`src/rtl/full_adder_cell.sv`:
```
// 1-bit full adder slice for the ripple-carry parallel_adder.
// Provides a combinational sum/carry, a generate/propagate pair, optional registered copies and a redundant self-check.
module full_adder_cell #(
  parameter int REG_OUT = 1,
  parameter int SELFCHK = 1
) (
  input  logic clk,
  input  logic rst,
  input  logic a,
  input  logic b,
  input  logic cin,
  input  logic en,
  output logic sum,
  output logic cout,
  output logic g,
  output logic p,
  output logic sum_q,
  output logic cout_q,
  output logic err
);

  // Zero-latency path used by the ripple chain; independent of clk/rst/en.
  assign g    = a & b;
  assign p    = a ^ b;
  assign sum  = p ^ cin;
  assign cout = g | (cin & p);

  generate
    if (REG_OUT != 0) begin : g_reg
      always_ff @(posedge clk) begin
        if (rst) begin
          sum_q  <= 1'b0;
          cout_q <= 1'b0;
        end else if (en) begin
          sum_q  <= sum;
          cout_q <= cout;
        end
      end
    end else begin : g_noreg
      assign sum_q  = 1'b0;
      assign cout_q = 1'b0;
    end
  endgenerate

  generate
    if (SELFCHK != 0) begin : g_chk
      logic [1:0] tt;

      // Independent truth-table implementation, {cout,sum} indexed by {a,b,cin}.
      always_comb begin
        tt = '0;
        case ({a, b, cin})
          3'b000:  tt = 2'b00;
          3'b001:  tt = 2'b01;
          3'b010:  tt = 2'b01;
          3'b011:  tt = 2'b10;
          3'b100:  tt = 2'b01;
          3'b101:  tt = 2'b10;
          3'b110:  tt = 2'b10;
          3'b111:  tt = 2'b11;
          default: tt = '0;
        endcase
      end

      always_ff @(posedge clk) begin
        if (rst) begin
          err <= 1'b0;
        end else if (tt != {cout, sum}) begin
          err <= 1'b1;
        end
      end
    end else begin : g_nochk
      assign err = 1'b0;
    end
  endgenerate

endmodule

```
`config.mk`:
```
export PLATFORM = sky130hd
export DESIGN_NAME = full_adder_cell
export DESIGN_NICKNAME = d
export VERILOG_FILES = /design/src/rtl/full_adder_cell.sv
export SDC_FILE = /design/constraint.sdc
export NUM_CORES = 1
export LEC_CHECK = 0
export BUFFER_PORTS_ARGS = -buffer_cell sky130_fd_sc_hd__buf_2
export CAP_MARGIN = 5
export CORE_AREA = 5 5 42 44
export CTS_CLUSTER_SIZE = 25
export DETAILED_ROUTE_END_ITERATION = 10
export DIE_AREA = 0 0 47 49
export GPL_TIMING_DRIVEN = 0
export HOLD_SLACK_MARGIN = 0.08
export PLACE_DENSITY = 0.42
export SYNTH_ARGS = -nofsm -noshare
export SYNTH_HDL_FRONTEND = slang
export SYNTH_SLANG_ARGS = --single-unit
```
`constraint.sdc`:
```
create_clock -name clk -period 1.18 [get_ports clk]
set_input_delay 0 -clock clk [delete_from_list [all_inputs] [get_ports clk]]
set_output_delay 0 -clock clk [all_outputs]
set_load 0.02 [all_outputs]
```
==> results of run 1 <==
-- cells in the final DEF (no fill, tap or decap), drive strengths merged --
cell type     n
mux2i         3
dlygate4sd3   2
inv           3
ha            3
dfxtp         3
buf          12
xnor2         3
a21oi         1
fa            1
nor2          3
clkbuf        4
-- logic make-up after synthesis --
family,Yosys count
compound gates,1
xor+xnor,3
fa+ha+maj,4
buf+inv,3
flops,3
mux,3
simple gates,3
-- per-stage QoR --
stage | power [mW] | hold slack, ns
finish | 0.432 | 0.289
detailed placement | 0.248 | 0.205
global placement | 0.249 | 0.202
global route | 0.459 | 0.312
floorplan | 0.206 | 0.0691
CTS | 0.443 | 0.290
-- flip-flops by register name, summed over array words and instances (netlist names) --
register / cells
sum_q: 1
err: 1
cout_q: 1
-- final cells by class --
cell class              count  area (µm²)
well taps                  16        20.0
flip-flops and latches      3        60.1
fillers                   162        1070
multi-input cells          14         130
inverters                   3        11.3
clock buffers               4        26.3
repair buffers             14        80.1
-- metal layers --
layer,global-route usage,up-vias,share of wire
li1,-,99,-
met1,0.0661,85,0.48
met2,0.0520,15,0.31
met3,0.0148,4,0.15
met4,0.0829,0,0.064
met5,0,-,0
-- power by group --
part           leakage [nW]  internal [mW]  switching [mW]
combinational         0.134         0.0582          0.0762
sequential           0.0249          0.112         0.00459
clock                0.0150          0.127          0.0541
total                 0.174          0.297           0.135
-- worst paths after layout --
path                  startpoint                  end  slack, ns  cells after the start
min reg2reg   sum_q$_SDFFE_PP0P_   sum_q$_SDFFE_PP0P_       0.49                      2
max reg2reg  cout_q$_SDFFE_PP0P_  cout_q$_SDFFE_PP0P_       0.60                      2
min                            a     err$_SDFFE_PP0P_       0.29                      4
max                            a                  sum       0.24                      3
-- worst reg2reg max path, cell delays in order (launching register included) --
cell and delay [ns]:
sky130_fd_sc_hd__dfxtp_1 0.30, sky130_fd_sc_hd__mux2i_1 0.13, sky130_fd_sc_hd__nor2_1 0.05
-- repair_timing --
item | CTS | global route
setup endpoints to repair | 0 | 0
hold endpoints to repair | 3 | 0
hold buffers | 2 | 0
==> metrics.log, run 1 <==
[metrics] post-DR wirelength/cell: between 8 and 9 µm
[metrics] effective utilization at floorplan: 0.144
[metrics] leading register cell type out of synthesis: sky130_fd_sc_hd__dfxtp_1
[metrics] clock slew at reported path FFs: approximately 0.04 ns
[metrics] CORE AREA: approximately 1400 µm²
[metrics] Final Critical Period: around 0.94 ns
[metrics] kind of launch point of the worst setup path: input pin
[metrics] highest clock frequency the design can meet: roughly 1100 MHz
[metrics] Cell Pwr Density: about 1300 nW/µm²
[metrics] Finished Core Util: 0.234
[metrics] maximum root-to-sink buffer count: 2
[metrics] number of synthesized flops with an enable pin: 0
[metrics] RSZ-0062 raised after global routing: false
[metrics] largest area contributor in the synthesized netlist: sky130_fd_sc_hd__dfxtp_1
[metrics] VDD IR-drop max: about 0.00046 V
[metrics] largest family of logic cells by synthesized area: adder cells
[metrics] Design Area, Final: 328 µm²
[metrics] Req. time, crit path: around 1.2 ns
[metrics] post-synth cell types: 8
[metrics] largest fanout of any net on the critical path: 4
[metrics] vias per cell: 3.76
[metrics] share of post-route cells with drive strength above 1: 0.395
[metrics] post-route non-filler standard cell count: 54
[metrics] library cell used as clock root buffer: sky130_fd_sc_hd__clkbuf_4
[metrics] CP bufs+invs: 2
[metrics] critical path cell sequence: buf_2, fa_1, buf_2
[metrics] sequential area share after synthesis: 0.298
[metrics] post-synthesis area per instance: just over 10 µm²
[metrics] Post-CTS Setup Inserts: 0
[metrics] area of the mapped netlist: slightly above 200 µm²
[metrics] Crit path largest cell delay: roughly 0.6 ns
[metrics] Iter 0 DRT Violations: 1
[metrics] Data arrival, critical path: ~0.94 ns
[metrics] horizontal die dimension: approximately 47 µm
[metrics] actual slew at the worst max-slew pin: between 0.15 and 0.2 ns
[metrics] H-tree levels: 1
[metrics] cell with the most instances on the worst path: sky130_fd_sc_hd__buf_2
[metrics] Placed Cells incl. Taps: between 40 and 50
[metrics] type of the worst min-delay path: input pin to flop
[metrics] Static Leak: between 0.15 and 0.2 nW
[metrics] Clock Latency Late Sink: 0.23 ns
[metrics] first-pass GRT wire length: between 700 and 800 µm
[metrics] remaining antenna violation count: 0
[metrics] count of buffers inserted at the top-level ports: 12
[metrics] Crit Path Class: input pin to output pin
[metrics] multiplexer area fraction after synthesis: 0.149
[metrics] portion of synthesized cell area occupied by the leading cell type: 0.298
[metrics] Final Routed Wirelength: 483 µm
[metrics] Cell Area, Placed: 282 µm²
[metrics] post-synthesis xor/xnor area fraction: 0.130
[metrics] synthesized instance count: 20
[metrics] max-slew violation count: 0
[metrics] final count of negative-setup-slack endpoints: 0
[metrics] clock tree from TritonCTS: yes
[metrics] top cells by area in the synthesized netlist: sky130_fd_sc_hd__dfxtp_1 (30%), sky130_fd_sc_hd__ha_1 (19%), sky130_fd_sc_hd__mux2i_1 (15%), sky130_fd_sc_hd__xnor2_1 (13%), sky130_fd_sc_hd__fa_1 (9.9%)
[metrics] sinks on the clock net: 3
[metrics] Chip Height: 49 µm
[metrics] total routing usage reported by global routing: 0.0529
[metrics] Rows: 14
[metrics] CP max-delay cell: sky130_fd_sc_hd__fa_1
[metrics] nets: between 40 and 50
[metrics] Synth Area in Simple Gates: 0.0559
[metrics] Total Neg Setup Slack: 0 ns
[metrics] number of failing hold endpoints at the final stage: 0
[metrics] number of synthesis warnings: 0
[metrics] total number of vias: just over 200
[metrics] RePlAce Congestion: 0.629
[metrics] DIE AREA: 2300 µm²
[metrics] antenna violations before repair: 0
[metrics] growth of design area from synthesis to finish: 62.7%
[metrics] total of flip-flops plus latches after synthesis: 3
[metrics] worst slack after detailed placement: between 0.04 and 0.05 ns
[metrics] post-detailed-route DRC marker count: 0
[metrics] number of global-route vias before repair: between 150 and 200
[metrics] GR Overflow Total: 0
[metrics] number of buffers inserted during clock tree synthesis: 3
[metrics] Resize count post-CTS: 0
[metrics] final critical-path setup slack: approximately 0.24 ns
[metrics] Max Clock Skew: 0 ns
[metrics] post-synthesis compound-gate area fraction: 0.0248
[metrics] synthesized-area fraction occupied by adder cells: 0.286
[metrics] number of search-and-repair iterations in the first detailed-routing pass: 3
[metrics] relative max-transition margin: 0.878
[metrics] family of cells with the greatest summed delay on the critical path: adder cells
[metrics] count of maximum capacitance violations: 0
[metrics] largest net degree at the start of global routing: 5
[metrics] status: complete, no violations
[metrics] capturing element type of the critical path: output pin
[metrics] diode count: 0
[metrics] number of primary I/O pins: 13
[metrics] period utilization: 0.795
[metrics] share of synthesized flip-flops with an asynchronous set or reset: 0
[metrics] syn nets: 30
No activity file was read; power rests on OpenSTA's default activity.
==> run 2, diff against run 1 <==
Settings changed: ABC_AREA set to 1, PLACE_DENSITY 0.42 to 0.46.
Clock period 1.18 ns to 0.8 ns, I/O delays scaled along.
==> run 2 against run 1 <==
Largest cell class unchanged. Setup slack worse by 0.28 ns. Worst hold slack worse by 0.072 ns. Critical endpoint is now err$_SDFFE_PP0P_. Sequential power up 45%. The run now ends with setup timing left. Via count up 33%. Synthesized cell count up 75%. Die area unchanged. Non-clock buffer count up 2. Global-route usage up 0.70 points. Core utilization up 6.2 points. Routed wire length up 24%. Clock-buffer cell count unchanged. Register-to-register slack worse by 0.47 ns.
==> metrics.log, run 2 <==
[metrics] status: complete, but fails checks (was complete, no violations)
[metrics] violations in the final reports: setup timing
[metrics] final critical-path setup slack: -0.0413 ns (was 0.242 ns)
[metrics] Clock Latency Late Sink: 0.24 ns (was 0.23 ns)
[metrics] Rows: 14 (unchanged)
[metrics] effective utilization at floorplan: 0.170 (was 0.144)
[metrics] combinational group share of total power: 0.353 (was 0.311)
[metrics] top cell types by occurrence after synthesis: sky130_fd_sc_hd__inv_1 (8), sky130_fd_sc_hd__nand2_1 (8), sky130_fd_sc_hd__nand3_1 (4), sky130_fd_sc_hd__nor2_1 (4)
[metrics] Hold Crit Start: a (unchanged)
[metrics] worst slack after detailed placement: -0.310 ns (was 0.0452 ns)
[metrics] Req. time, crit path: 0.93 ns (was 1.18 ns)
[metrics] family of cells with the greatest summed delay on the critical path: adder cells (unchanged)
[metrics] total power consumption of the routed design: 0.684 mW (was 0.432 mW)
[metrics] sinks on the clock net: 3 (unchanged)
[metrics] post-detailed-route DRC marker count: 0 (unchanged)
[metrics] highest clock frequency the design can meet: 1190 MHz
[metrics] number of synthesis warnings: 0 (unchanged)
[metrics] largest fanout of any net on the critical path: 3 (was 4)
[metrics] Max Clock Skew: 0 ns (unchanged)
[metrics] number of failing hold endpoints at the final stage: 0 (unchanged)
[metrics] number of search-and-repair iterations in the first detailed-routing pass: 3 (unchanged)
[metrics] number of global-route vias before repair: 250 (was 191)
[metrics] Seq pwr share: 0.249 (was 0.270)
[metrics] Crit path largest cell delay: 0.61 ns (about the same)
[metrics] RePlAce Congestion: 0.713 (was 0.629)
[metrics] share of post-route cells with drive strength above 1: 0.382 (was 0.395)
[metrics] count of maximum capacitance violations: 0 (unchanged)
[metrics] Static Leak: 0.231 nW (was 0.174 nW)
[metrics] number of synthesized flops with an enable pin: 0 (unchanged)
[metrics] launching point of the worst reg2reg path: err$_SDFFE_PP0P_ (was cout_q$_SDFFE_PP0P_)
[metrics] portion of synthesized cell area occupied by the leading cell type: 0.253 (was 0.298)
[metrics] share of synthesized flip-flops with an asynchronous set or reset: 0 (unchanged)
[metrics] max-slew violation count: 0 (unchanged)
[metrics] nets: 66 (was 49)
[metrics] horizontal die dimension: 47 µm (unchanged)
[metrics] final count of negative-setup-slack endpoints: 2 (was 0)
[metrics] clock tree from TritonCTS: yes (unchanged)
[metrics] register area: 60.1 µm² (unchanged)
[metrics] Chip Height: 49 µm (unchanged)
[metrics] actual slew at the worst max-slew pin: 0.174 ns (was 0.178 ns)
[metrics] Multi-input gate area: 146 µm² (was 130 µm²)
[metrics] net switching power figure: 0.221 mW (was 0.135 mW)
[metrics] library cell used as clock root buffer: sky130_fd_sc_hd__clkbuf_4 (unchanged)
[metrics] CP bufs+invs: 2 (unchanged)
[metrics] launch point of the critical path: cin (was a)
[metrics] post-synth cell types: 10 (was 8)
[metrics] post-synthesis area per instance: 6.79 µm² (was 10.1 µm²)
[metrics] post-DR wirelength/cell: 8.46 µm (was 8.94 µm)
[metrics] total routing usage reported by global routing: 0.0598 (was 0.0529)
[metrics] number of primary I/O pins: 13 (unchanged)
[metrics] remaining antenna violation count: 0 (unchanged)
[metrics] antenna violations before repair: 0 (unchanged)
[metrics] Crit Path Class: input pin to flop (was input pin to output pin)
[metrics] kind of launch point of the worst setup path: input pin (unchanged)
[metrics] share of total power consumed by net switching: 0.323 (was 0.312)
[metrics] period utilization: 1.05
[metrics] Data arrival, critical path: 0.97 ns (was 0.94 ns)
[metrics] syn nets: 45 (was 30)
[metrics] largest area contributor in the synthesized netlist: sky130_fd_sc_hd__dfxtp_1 (unchanged)
[metrics] capturing element type of the critical path: flop (was output pin)
[metrics] top cells by area in the synthesized netlist: sky130_fd_sc_hd__dfxtp_1 (25%), sky130_fd_sc_hd__ha_1 (16%), sky130_fd_sc_hd__inv_1 (13%), sky130_fd_sc_hd__nand2_1 (13%), sky130_fd_sc_hd__fa_1 (8.4%) (was sky130_fd_sc_hd__dfxtp_1 (30%), sky130_fd_sc_hd__ha_1 (19%), sky130_fd_sc_hd__mux2i_1 (15%), sky130_fd_sc_hd__xnor2_1 (13%), sky130_fd_sc_hd__fa_1 (9.9%))
[metrics] vias per cell: 3.80 (was 3.76)
[metrics] count of buffers inserted at the top-level ports: 12 (unchanged)
[metrics] diode count: 0 (unchanged)
[metrics] total of flip-flops plus latches after synthesis: 3 (unchanged)
[metrics] biggest registers after layout: cout_q x1, err x1, sum_q x1 (unchanged)
[metrics] CP max-delay cell: sky130_fd_sc_hd__fa_2 (was sky130_fd_sc_hd__fa_1)
[metrics] VDD IR-drop max: 0.000403 V (was 0.000455 V)
[metrics] hold slack: 0.218 ns (was 0.289 ns)
[metrics] Finished Core Util: 0.296 (was 0.234)
[metrics] most frequent cells in the layout: sky130_fd_sc_hd__nand2_1 (8), sky130_fd_sc_hd__buf_2 (8), sky130_fd_sc_hd__inv_1 (7)
[metrics] Final Critical Period: 0.841 ns
[metrics] GR Overflow Total: 0 (unchanged)
[metrics] Final Routed Wirelength: 601 µm (was 483 µm)
[metrics] type of the worst min-delay path: input pin to flop (unchanged)
[metrics] DP Wirelength: 454 µm
[metrics] Clock power frac: 0.398 (was 0.419)
[metrics] growth of design area from synthesis to finish: 74.2% (was 62.7%)
[metrics] CORE AREA: 1400 µm² (unchanged)
[metrics] first-pass GRT wire length: 897 µm (was 779 µm)
[metrics] total number of vias: 270 (was 203)
[metrics] fillers: 169 (was 162)
[metrics] largest net degree at the start of global routing: 7 (was 5)
[metrics] maximum root-to-sink buffer count: 2 (unchanged)
[metrics] relative max-transition margin: 0.883 (was 0.878)
[metrics] Cell Pwr Density: 1650 nW/µm² (was 1320 nW/µm²)
[metrics] number of buffers inserted during clock tree synthesis: 3 (unchanged)
[metrics] DIE AREA: 2300 µm² (unchanged)
[metrics] area of the mapped netlist: 238 µm² (was 201 µm²)
[metrics] synthesized instance count: 35 (was 20)
[metrics] critical path cell sequence: buf_8, fa_2, inv_2, nand2_1, nand2_1, nor2_1, nor2_1 (was buf_2, fa_1, buf_2)
[metrics] H-tree levels: 1 (unchanged)
[metrics] clock slew at reported path FFs: 0.04 ns (about the same)
[metrics] RSZ-0062 raised after global routing: true (was false)
[metrics] cell-internal power: 0.463 mW (was 0.297 mW)
[metrics] leading register cell type out of synthesis: sky130_fd_sc_hd__dfxtp_1 (unchanged)
[metrics] Iter 0 DRT Violations: 1 (unchanged)
[metrics] sequential area share after synthesis: 0.253 (was 0.298)
==> run 2: cell count changes after synthesis <==
cell,before,now
sky130_fd_sc_hd__nand2_1,0,8
sky130_fd_sc_hd__mux2i_1,3,0
sky130_fd_sc_hd__a211oi_1,0,2
sky130_fd_sc_hd__xnor2_1,3,0
sky130_fd_sc_hd__inv_1,3,8
sky130_fd_sc_hd__nand3_1,0,4
sky130_fd_sc_hd__inv_2,0,1
sky130_fd_sc_hd__nor2_1,3,4
sky130_fd_sc_hd__a21oi_1,1,0
sky130_fd_sc_hd__nand2_2,0,1
==> run 2: final timing paths <==
path | cells past startpoint | endpoint | slack, ns
hold reg to reg | 2 | cout_q$_SDFFE_PP0P_ | 0.48
setup reg to reg | 4 | err$_SDFFE_PP0P_ | 0.13
setup / recovery | 7 | err$_SDFFE_PP0P_ | -0.04
hold / removal | 6 | err$_SDFFE_PP0P_ | 0.22
==> run 2: final cells by class <==
class                           count  share of cell area
Clock buffer                        4              0.0634
Inverter                            9              0.0816
Tap cell                           16              0.0483
Timing Repair Buffer               16               0.308
Sequential cell                     3               0.145
Multi-Input combinational cell     23               0.353
==> run 2: worst min-delay path, delay by kind of cell <==
family / cells / cell delay, ns
AND/OR/NAND/NOR: 5 / 0.30
buffers and inverters: 1 / 0.10
==> run 2: cells by family after synthesis <==
logic type | after synthesis | share of synthesized area
and+or+nand+nor | 17 | 0.300
buffers and inverters | 9 | 0.142
adders and majority gates | 4 | 0.242
DFF | 3 | 0.253
AOI/OAI and AO/OA | 2 | 0.0631
==> run 2: repair_timing <==
action                                 4_1_cts  5_1_grt
buffers inserted                             1        1
endpoints found under the hold margin        3        0
hold buffers                                 2        0
setup endpoints to repair                    3        3
resized for setup                            9        1
pin swaps                                    4        4
cloned                                       0        0
==> run 2: power by group through the flow <==
stage	Combinational (mW)	Sequential (mW)	Clock (mW)
after floorplan	0.122	0.191	0
after global placement	0.204	0.172	0
after detailed placement	0.205	0.173	0
after CTS	0.240	0.170	0.290
after global routing	0.269	0.172	0.307
final	0.241	0.170	0.272
==> run 2: per-layer routing <==
metal	up-vias	wire [µm]	global-route usage
met1	109	254	0.0570
met4	0	13	0.0968
met3	2	61	0.0111
met5	-	0	0
met2	12	272	0.0792
li1	147	-	-
==> run 2: through the flow <==
stage          instance area [µm²]  TNS [ns]  std cells
3_5_place_dp                   320    -0.671         63
4_1_cts                        403    -0.107         70
2_1_floorplan                  240    -0.337         35
5_1_grt                        414    -0.200         71
6_report                       414   -0.0798         71
3_3_place_gp                   320    -0.627         63
==> run 3, diff against run 2 <==
Settings changed: SETUP_SLACK_MARGIN set to 0.02.
==> run 3 against run 2 <==
Clock power hardly changed. Register-to-register slack hardly changed. Global-route usage stayed put. The flow still finishes with violations (setup timing). Power stayed put. Highest routed layer unchanged. Largest power group unchanged.
==> metrics.log, run 3 (same netlist as run 2, synthesis figures left out) <==
[metrics] diode count: 0 (unchanged)
[metrics] effective utilization at floorplan: 0.170 (unchanged)
[metrics] Rows: 14 (unchanged)
[metrics] cell-internal power: 0.463 mW (unchanged)
[metrics] launch point of the critical path: cin (unchanged)
[metrics] fillers: 169 (unchanged)
[metrics] post-DR wirelength/cell: 8.46 µm (unchanged)
[metrics] Final Critical Period: 0.841 ns (unchanged)
[metrics] number of failing hold endpoints at the final stage: 0 (unchanged)
[metrics] Req. time, crit path: 0.93 ns (about the same)
[metrics] final count of negative-setup-slack endpoints: 2 (unchanged)
[metrics] Placed Cells incl. Taps: 63 (unchanged)
[metrics] DIE AREA: 2300 µm² (unchanged)
[metrics] r2r worst-path depth: 4 (unchanged)
[metrics] most frequent cells in the layout: sky130_fd_sc_hd__nand2_1 (8), sky130_fd_sc_hd__buf_2 (8), sky130_fd_sc_hd__inv_1 (7) (unchanged)
[metrics] combinational group share of total power: 0.353 (about the same)
[metrics] number of primary I/O pins: 13 (unchanged)
[metrics] largest net degree at the start of global routing: 7 (unchanged)
[metrics] post-route non-filler standard cell count: 71 (unchanged)
[metrics] Clock Latency Late Sink: 0.24 ns (about the same)
[metrics] clock slew at reported path FFs: 0.04 ns (about the same)
[metrics] RSZ-0062 raised after global routing: true (unchanged)
[metrics] library cell used as clock root buffer: sky130_fd_sc_hd__clkbuf_4 (unchanged)
[metrics] register area: 60.1 µm² (unchanged)
[metrics] H-tree levels: 1 (unchanged)
[metrics] total number of vias: 270 (unchanged)
[metrics] max-slew violation count: 0 (unchanged)
[metrics] largest fanout of any net on the critical path: 3 (unchanged)
[metrics] period utilization: 1.05 (unchanged)
[metrics] CORE AREA: 1400 µm² (unchanged)
[metrics] Seq pwr share: 0.249 (about the same)
[metrics] WHS Path Cells: 6 (unchanged)
[metrics] Total Neg Setup Slack: -0.0798 ns (unchanged)
[metrics] number of global-route vias before repair: 250 (unchanged)
[metrics] Iter 0 DRT Violations: 1 (unchanged)
[metrics] nets: 66 (unchanged)
[metrics] hold slack: 0.218 ns (unchanged)
[metrics] Cell Pwr Density: 1650 nW/µm² (unchanged)
[metrics] Static Leak: 0.231 nW (unchanged)
[metrics] sinks on the clock net: 3 (unchanged)
[metrics] growth of design area from synthesis to finish: 74.2% (unchanged)
[metrics] remaining antenna violation count: 0 (unchanged)
[metrics] GR Overflow Total: 0 (unchanged)
[metrics] Design Area, Final: 414 µm² (unchanged)
[metrics] total power consumption of the routed design: 0.684 mW (unchanged)
[metrics] Final Routed Wirelength: 601 µm (unchanged)
[metrics] share of total power consumed by net switching: 0.323 (unchanged)
[metrics] post-detailed-route DRC marker count: 0 (unchanged)
[metrics] relative max-transition margin: 0.883 (unchanged)
[metrics] Data arrival, critical path: 0.97 ns (about the same)
[metrics] share of post-route cells with drive strength above 1: 0.382 (unchanged)
[metrics] final critical-path setup slack: -0.0413 ns (unchanged)
[metrics] antenna violations before repair: 0 (unchanged)
[metrics] Chip Height: 49 µm (unchanged)
[metrics] number of search-and-repair iterations in the first detailed-routing pass: 3 (unchanged)
[metrics] highest clock frequency the design can meet: 1190 MHz (unchanged)
[metrics] type of the worst min-delay path: input pin to flop (unchanged)
[metrics] Crit Path Class: input pin to flop (unchanged)
[metrics] Cell Area, Placed: 320 µm² (unchanged)
[metrics] RePlAce Congestion: 0.713 (unchanged)
[metrics] maximum root-to-sink buffer count: 2 (unchanged)
[metrics] total routing usage reported by global routing: 0.0598 (unchanged)
[metrics] actual slew at the worst max-slew pin: 0.174 ns (unchanged)
[metrics] count of maximum capacitance violations: 0 (unchanged)
[metrics] Clock power frac: 0.398 (about the same)
[metrics] Max Clock Skew: 0 ns (unchanged)
[metrics] number of buffers inserted during clock tree synthesis: 3 (unchanged)
[metrics] launching point of the worst reg2reg path: err$_SDFFE_PP0P_ (unchanged)
[metrics] violations in the final reports: setup timing (unchanged)
[metrics] biggest registers after layout: cout_q x1, err x1, sum_q x1 (unchanged)
[metrics] VDD IR-drop max: 0.000403 V (unchanged)
[metrics] kind of launch point of the worst setup path: input pin (unchanged)
[metrics] capturing element type of the critical path: flop (unchanged)
[metrics] status: complete, but fails checks (unchanged)
[metrics] horizontal die dimension: 47 µm (unchanged)
[metrics] net switching power figure: 0.221 mW (unchanged)
[metrics] Hold Crit Start: a (unchanged)
[metrics] Multi-input gate area: 146 µm² (unchanged)
[metrics] first-pass GRT wire length: 897 µm (unchanged)
[metrics] vias per cell: 3.80 (unchanged)
[metrics] count of buffers inserted at the top-level ports: 12 (unchanged)
[metrics] clock tree from TritonCTS: yes (unchanged)
[metrics] DP Wirelength: 454 µm (unchanged)
[run 3: final cells by class]
cell class,instances,share of cell area
inverter,9,0.0816
clock buffer,4,0.0634
sequential,3,0.145
tap,16,0.0483
multi-input combinational,23,0.353
timing repair buffer,16,0.308
[run 3: layer usage]
layer / vias up / share of wire / track usage
met4: 0 / 0.022 / 0.0968
met1: 109 / 0.42 / 0.0570
met5: - / 0 / 0
li1: 147 / - / -
met3: 2 / 0.10 / 0.0111
met2: 12 / 0.45 / 0.0792
[run 3: power groups by stage]
stage                     sequential, mW  clock, mW  combinational, mW
after detailed placement           0.173          0              0.205
after global placement             0.172          0              0.204
after global routing               0.172      0.307              0.269
final                              0.170      0.272              0.241
after floorplan                    0.191          0              0.122
after CTS                          0.170      0.290              0.240
[run 3: worst max-delay path, stage by stage]
cell,delay [ns]
sky130_fd_sc_hd__buf_8,0.10
sky130_fd_sc_hd__fa_2,0.61
sky130_fd_sc_hd__inv_2,0.05
sky130_fd_sc_hd__nand2_1,0.05
sky130_fd_sc_hd__nand2_1,0.04
sky130_fd_sc_hd__nor2_1,0.08
sky130_fd_sc_hd__nor2_1,0.04
[run 3: path summary, 6_finish.rpt]
kind / end / slack [ns]
worst min register to register: cout_q$_SDFFE_PP0P_ / 0.48
worst max-delay path: err$_SDFFE_PP0P_ / -0.04
worst min-delay path: err$_SDFFE_PP0P_ / 0.22
worst max register to register: err$_SDFFE_PP0P_ / 0.13
[run 3: what timing repair did]
action | CTS | global route
pin swaps | 4 | 4
endpoints found under the setup margin | 3 | 3
hold buffers | 2 | 0
cloned | 0 | 0
resized for setup | 9 | 1
endpoints found under the hold margin | 3 | 0
buffers inserted | 1 | 1
[run 3: metrics by stage]
| stage | util | setup slack (ns) |
|---|---|---|
| after detailed placement | 0.229 | -0.310 |
| final | 0.296 | -0.0413 |
| after floorplan | - | -0.197 |
| after global routing | 0.296 | -0.124 |
| after global placement | 0.229 | -0.301 |
| after CTS | 0.288 | -0.0703 |
